--- src/rtl/mux_rr_arbiter.sv ---
// Round-robin arbiter that owns the select of a 4:1 one-bit mux, with a bounded hold time.
// Optional lock input that extends a grant past expiry is enabled by defining MUX_ARB_LOCK_EN.
module mux_rr_arbiter #(
  parameter int unsigned HOLD_CYCLES = 4
) (
  input  logic       clk,
  input  logic       rst,
  input  logic [3:0] req,
  input  logic [3:0] x,
`ifdef MUX_ARB_LOCK_EN
  input  logic       lock,
`endif
  output logic [3:0] gnt,
  output logic [1:0] sel,
  output logic       valid,
  output logic       y
);

  localparam int unsigned CntW = (HOLD_CYCLES < 2) ? 1 : $clog2(HOLD_CYCLES + 1);
  localparam logic [CntW-1:0] CntMax = CntW'(HOLD_CYCLES - 1);

  typedef enum logic {StIdle, StGrant} state_e;

  state_e          state_q;
  logic [1:0]      ptr_q;
  logic [CntW-1:0] cnt_q;

  logic       lock_act;
  logic       idle_found;
  logic [1:0] idle_pick;
  logic [1:0] idle_idx;
  logic       rel_found;
  logic [1:0] rel_pick;
  logic [1:0] rel_idx;
  logic       expired;
  logic       rel_now;

`ifdef MUX_ARB_LOCK_EN
  assign lock_act = lock;
`else
  assign lock_act = 1'b0;
`endif

  // Full search from ptr+1 through ptr; walking backwards leaves the first hit in RR order.
  always_comb begin
    idle_found = 1'b0;
    idle_pick  = ptr_q;
    idle_idx   = ptr_q;
    for (int k = 4; k >= 1; k--) begin
      idle_idx = ptr_q + 2'(k);
      if (req[idle_idx]) begin
        idle_found = 1'b1;
        idle_pick  = idle_idx;
      end
    end
  end

  // Release search excludes the current owner.
  always_comb begin
    rel_found = 1'b0;
    rel_pick  = sel;
    rel_idx   = sel;
    for (int k = 3; k >= 1; k--) begin
      rel_idx = sel + 2'(k);
      if (req[rel_idx]) begin
        rel_found = 1'b1;
        rel_pick  = rel_idx;
      end
    end
  end

  assign expired = (cnt_q == CntMax) && !lock_act;
  assign rel_now = !req[sel] || expired;

  always_ff @(posedge clk) begin
    if (rst) begin
      state_q <= StIdle;
      gnt     <= 4'b0000;
      sel     <= 2'd0;
      valid   <= 1'b0;
      ptr_q   <= 2'd3;
      cnt_q   <= '0;
    end else begin
      unique case (state_q)
        StIdle: begin
          if (idle_found) begin
            state_q <= StGrant;
            gnt     <= 4'b0001 << idle_pick;
            sel     <= idle_pick;
            ptr_q   <= idle_pick;
            valid   <= 1'b1;
            cnt_q   <= '0;
          end
        end
        StGrant: begin
          if (rel_now) begin
            if (rel_found) begin
              gnt   <= 4'b0001 << rel_pick;
              sel   <= rel_pick;
              ptr_q <= rel_pick;
              cnt_q <= '0;
            end else if (req[sel]) begin
              cnt_q <= '0;
            end else begin
              state_q <= StIdle;
              gnt     <= 4'b0000;
              valid   <= 1'b0;
            end
          end else if (cnt_q != CntMax) begin
            // Saturates at CntMax while lock holds the grant.
            cnt_q <= cnt_q + 1'b1;
          end
        end
      endcase
    end
  end

  assign y = x[sel] & valid;

endmodule

--- config.mk ---
export PLATFORM = sky130hd
export DESIGN_NAME = mux_rr_arbiter
export DESIGN_NICKNAME = d
export VERILOG_FILES = /design/src/rtl/mux_rr_arbiter.sv
export SDC_FILE = /design/constraint.sdc
export NUM_CORES = 1
export LEC_CHECK = 0
export CORE_ASPECT_RATIO = 2
export CORE_MARGIN = 2
export CORE_UTILIZATION = 25
export CTS_BUF_LIST = sky130_fd_sc_hd__clkbuf_8
export CTS_CLUSTER_DIAMETER = 200
export DETAILED_ROUTE_END_ITERATION = 12
export REMOVE_ABC_BUFFERS = 1
export SLEW_MARGIN = 20
export SYNTH_ARGS = -nofsm -noshare
export SYNTH_HDL_FRONTEND = slang
export SYNTH_SLANG_ARGS = --single-unit
--- constraint.sdc ---
create_clock -name clk -period 1.9 [get_ports clk]
set_input_delay 0.475 -clock clk [delete_from_list [all_inputs] [get_ports clk]]
set_output_delay 0.475 -clock clk [all_outputs]
set_load 0.01 [all_outputs]
Word level (Yosys, flattened, before mapping)
Cells that the tools add are included.
{ "totals": {"ff_bits": 13, "output_inout_bits": 8, "input_bits": 10, "wordCells": 97} }
{ "op_classes": {"order_cmp": 8, "shift": 2, "addsub": 7, "reduce_logical": 6, "n_eq_ne": 10, "n_mux": 56, "bitwise": 2} }
{ "op_table": {"columns": ["op", "n"], "rows": [
  ["less-than comparator 2 x 3 -> 1 bit (second input constant)", 8],
  ["2-to-1 mux 1 bit", 24],
  ["binary-select mux 1 bit (select 2 bit)", 9],
  ["2-to-1 mux 2 bit", 9],
  ["2-to-1 mux 4 bit", 4],
  ["2-to-1 mux 3 bit", 5],
  ["AND reduction 3 bit", 3],
  ["adder 2 bit (second input constant)", 4],
  ["one-hot mux 4 bit (2 select lines)", 1],
  ["<< shifter 1 x 2 -> 4 bit (first input constant)", 2],
  ["inequality test 2 bit (second input constant)", 3],
  ["one-hot mux 3 bit (2 select lines)", 1],
  ["adder 2 x 1 -> 2 bit (second input constant)", 2],
  ["inequality test 2 x 1 -> 1 bit (second input constant)", 2],
  ["inequality test 4 x 3 -> 1 bit (second input constant)", 1],
  ["one-hot mux 1 bit (2 select lines)", 2],
  ["one-hot mux 2 bit (2 select lines)", 1],
  ["AND reduction 4 bit", 1],
  ["adder 3 x 1 -> 3 bit (second input constant)", 1],
  ["== test 3 x 2 -> 1 bit (second input constant)", 1],
  ["inequality test 3 x 1 -> 1 bit (second input constant)", 1],
  ["inequality test 3 x 2 -> 1 bit (second input constant)", 1],
  ["inequality test 3 bit (second input constant)", 1],
  ["bitwise AND 1 bit", 1],
  ["other kinds (3)", 3]
]} }

Longest topological paths before layout
{ "logic_depth": {"word_depth": 10, "ltp_mapped": 7, "mapped_depth_nobuf": 7} }

Worst setup path after synthesis
No wires, ideal clock.
{ "synth_timing": {"kind": "input to register", "from": "input port req[3]", "to": "register gnt[0]", "cell_stages": 6, "path_slack_ps": 126, "required_time_ps": 1821, "setup_ps": 79, "n_path_buf": 1, "t_arrival_ps": 1694, "cell_sequence": "buf_6 -> or2b_2 -> nand2_1 -> a221o_1 -> o311a_1 -> a211oi_2"} }
{ "synth_via": {"elab_chain_len": 9, "word_cells_on_any_way": 41, "cone_classes": "3 x eq/ne; 2 x shift; 33 x mux; 3 x reduce/logical"} }
{ "synth_rtl": {"columns": ["item", "line", "text"], "rows": [
  ["from (decl)", "8", "input logic [3:0] req,"],
  ["binary-select mux 1 bit (select 2 bit)", "65", "if (req[rel_idx]) begin"],
  ["2-to-1 mux 1 bit (implied by the code)", "65", null],
  ["2-to-1 mux 2 bit (3 in series)", "65", null],
  ["<< shifter 1 x 2 -> 4 bit", "98", "gnt <= 4'b0001 << rel_pick;"],
  ["2-to-1 mux 4 bit", "97", "if (rel_found) begin"],
  ["2-to-1 mux 4 bit", "96", "if (rel_now) begin"],
  ["one-hot mux 4 bit (2 select lines)", "84", "unique case (state_q)"],
  ["to (signal assigned)", "88", "gnt <= 4'b0001 << idle_pick;"],
  ["to (signal assigned)", "98", null],
  ["to (decl)", "13", "output logic [3:0] gnt,"]
]} }
Parallel ways exist; a longest one is shown, timed or not. The select of a mux whose other input is x is not followed.
A chain may end at the register's enable or synchronous reset.

Worst setup path after layout
{ "layout_timing": {"from": "register sel[0]", "to": "register gnt[2]"} }
{ "layout_via": {"elab_chain_len": 10, "word_cells_on_any_way": 26, "cone_classes": "3 x add/sub; 2 x eq/ne; 1 x shift; 17 x mux; 3 x reduce/logical"} }
{ "layout_rtl": {"columns": ["item", "line", "text"], "rows": [
  ["from (decl)", "14", "output logic [1:0] sel,"],
  ["from (signal assigned)", "89", "sel <= idle_pick;"],
  ["from (signal assigned)", "99", "sel <= rel_pick;"],
  ["adder 2 bit", "64", "rel_idx = sel + 2'(k);"],
  ["binary-select mux 1 bit (select 2 bit)", "65", null],
  ["2-to-1 mux 1 bit (implied by the code)", "65", null],
  ["2-to-1 mux 2 bit (3 in series)", "65", null],
  ["<< shifter 1 x 2 -> 4 bit", "98", null],
  ["2-to-1 mux 4 bit", "97", null],
  ["2-to-1 mux 4 bit", "96", null],
  ["one-hot mux 4 bit (2 select lines)", "84", null]
]} }
Parallel ways exist; a longest one is shown, timed or not. The select of a mux whose other input is x is not followed.

==> results.md <==
- Outcome: completed
- Simple-gate area share of the yosys netlist: 0.259
- Post-route ant nets: 0
- Clock buffer depth: 2
- Number of I/O pins: 18
- Most common cell after layout, fill and taps aside: buf_4
- CTS tree: yes
- Number of H-tree levels: 1
- Compound-Gate Fraction of Synth Area: 0.315
- # fillers: 413
- Main flop type after synthesis: dfxtp_1
- Synth cell types: 50
- Worst endpoint required time: roughly 2.1 ns
- Die W: about 50 um
- Fin area: 1520 sq um
- Post-route core utilization: 0.390
- Least-Margin Pin Slew: between 0.6 and 0.7 ns
- Area Growth Syn to Fin: 49.5%
- Clock sink count: 13
- Register area share after synthesis: 0.257
- Vias per cell: between 5 and 6
- Largest net degree at the start of global routing: 18
- Main combinational cell family by area after synthesis: compound AO/OA/AOI/OAI gates
- Worst-skew pair later-pin latency: around 0.24 ns
- DR DRC count: 0
- FF+latch count, synth: 13
- Vias in the first global route: 1103
- Number of setup violations in the final report: 0
- Port bufs: 17
- R2R depth: 7
- Worst hold path type: flop to flop
- Critical path capture point type: flop
- Share of flip-flops with an asynchronous set or reset: 0
- Final slew viol count: 0
- Maximum VDD drop: approximately 0.35 mV
- Max_slew headroom: 0.577
- First-pass GRT wire length: approximately 4600 um
- Die area: ~4600 sq um
- Setup crit start kind: flop
- Top cell type's share of synthesized area: 0.257
- Row Count: 32
- Avg Cell Area, Syn: ~9 sq um
- PnR worst setup slack: around 0.043 ns
- Hpwl dp: between 2000 and 2500 um
- Crit Path Max Fanout: 8
- Initial antenna violation count: 0
- Pre-CTS setup slack: -0.629 ns
- Die H: 94.0 um
- Hold path depth: 2
- Mux contribution to synthesized area: 0.0704
- Area after DPL: between 1000 and 1500 sq um
- Area leader, netlist: dfxtp_1
- Core Box Area: around 3900 sq um
- Initial Utilization: 0.261
- Clock Root Buffer: clkbuf_8
- Final min period: 1.86 ns
- Final WL: around 2700 um
- Post-synthesis adder-cell area fraction: 0.0247
- CTS buffer count: 3
- Final #Nets: 171
- Final Wtd Congestion: between 0.8 and 0.9
- Gr usage total: 0.126
- Synthesized area: 1010 sq um
- Most frequent cells in the layout: buf_4, dfxtp_1, clkdlybuf4s50_1
- Cell count after synthesis: about 110
- Overflow after GRT: 0
- Yosys warnings: 0
- Antenna cell count: 0
- DR iter-0 viols: 13
- Post-synth EDFFs: 0
- Setup CP Type: flop to flop
- Clock transition at path regs: 0.05 ns
- Part of the cycle the worst path needs: 0.978
- RSZ-0062 raised after global routing: yes
- First drt pass iteration count: 4
- Cell area power density: 670 nW/um^2
- MaxCap Viol Count: 0
- Leak: between 0.5 and 0.6 nW
- Count of final hold-check violations: 0
- Layout Skew: around 0.0037 ns
- FMAX: 538 MHz
- CTS Hold Bufs: 0
- Share of layout cells above drive strength 1: 0.399
- Top cells by area in the synthesized netlist: dfxtp_1, nor2b_1, a21oi_1
- Wire per inst: around 13 um
- Post-Synth XOR/XNOR Area: 0
- Total power: around 1 mW
- CP arrival: between 2 and 2.5 ns
- Via count: around 1100
-- registers in the layout, summed over array words and instances (netlist names) --
name     flops
valid        1
sel          2
cnt_q        3
gnt          4
ptr_q        2
state_q      1
-- routing by layer --
metal,part of all wire,GRT usage,vias up
met5,0,0,-
met4,0.047,0.0905,0
met3,0.026,0.0143,12
met2,0.56,0.237,30
met1,0.36,0.124,512
li1,-,-,517
-- cell families after synthesis --
logic type,count (synthesis)
DFF,13
and+or+nand+nor,44
muxes,4
buffers and inverters,10
adders and majority gates,2
AOI/OAI and AO/OA,40
-- worst paths after layout --
check / endpoint / start / slack, ns
worst min register to register: cnt_q[1]$_SDFFE_PP0P_ / cnt_q[1]$_SDFFE_PP0P_ / 0.50
worst min-delay path: cnt_q[1]$_SDFFE_PP0P_ / cnt_q[1]$_SDFFE_PP0P_ / 0.50
worst max register to register: gnt[2]$_SDFFE_PP0P_ / sel[0]$_SDFFE_PP0P_ / 0.04
worst max-delay path: gnt[2]$_SDFFE_PP0P_ / sel[0]$_SDFFE_PP0P_ / 0.04
-- per-stage QoR --
stage                     TNS, ns  instances  hold slack (ns)
after global placement      -5.77        199            0.469
after CTS                       0        203            0.510
after global routing      -0.0409        209            0.537
after floorplan           -0.0133        106            0.456
final                           0        209            0.502
after detailed placement    -6.52        199            0.498
-- worst max-delay path: stages, from the launching register on --
cell and delay [ns]:
dfxtp_4 0.35, buf_6 0.12, buf_6 0.11, or2_1 0.20, a211o_1 0.37, a31o_4 0.28
and2_4 0.14, a211oi_2 0.20
-- layout make-up --
cell class | count | area (sq um) | area share
clock buffers | 3 | 41.3 | 0.0273
clock inverters | 1 | 3.75 | 0.00248
inverters | 3 | 11.3 | 0.00743
multi-input cells | 90 | 722 | 0.476
flip-flops and latches | 13 | 265 | 0.175
well taps | 51 | 63.8 | 0.0421
repair buffers | 48 | 408 | 0.269
-- power by group --
group          leakage (nW)  switching, mW  total [mW]  internal [mW]
Combinational         0.456          0.185       0.444          0.259
Sequential            0.108         0.0342       0.338          0.304
Clock                0.0269         0.0907       0.233          0.142
-- cell usage after synthesis, drive strengths merged (2+ instances only) --
library cell	instances
mux4	2
a211oi	2
or2b	4
a311oi	3
a2bb2oi	2
nand2	5
nor3	4
or2	3
dfxtp	13
buf	4
inv	3
and2	2
o311a	2
nor2b	7
o21bai	2
mux2	2
o21ai	3
a21oi	8
ha	2
nor2	7
clkbuf	3
nand2b	6
o31ai	2
nand3	2
o22ai	2
a31oi	4
-- timing repair --
| item | in CTS | in global routing |
|---|---|---|
| pin swaps | 5 | 13 |
| hold endpoints to repair | 0 | 0 |
| buffers inserted | 0 | 6 |
| gates resized for setup | 18 | 24 |
| setup endpoints to repair | 13 | 10 |
(Power assumes the default switching activity.)
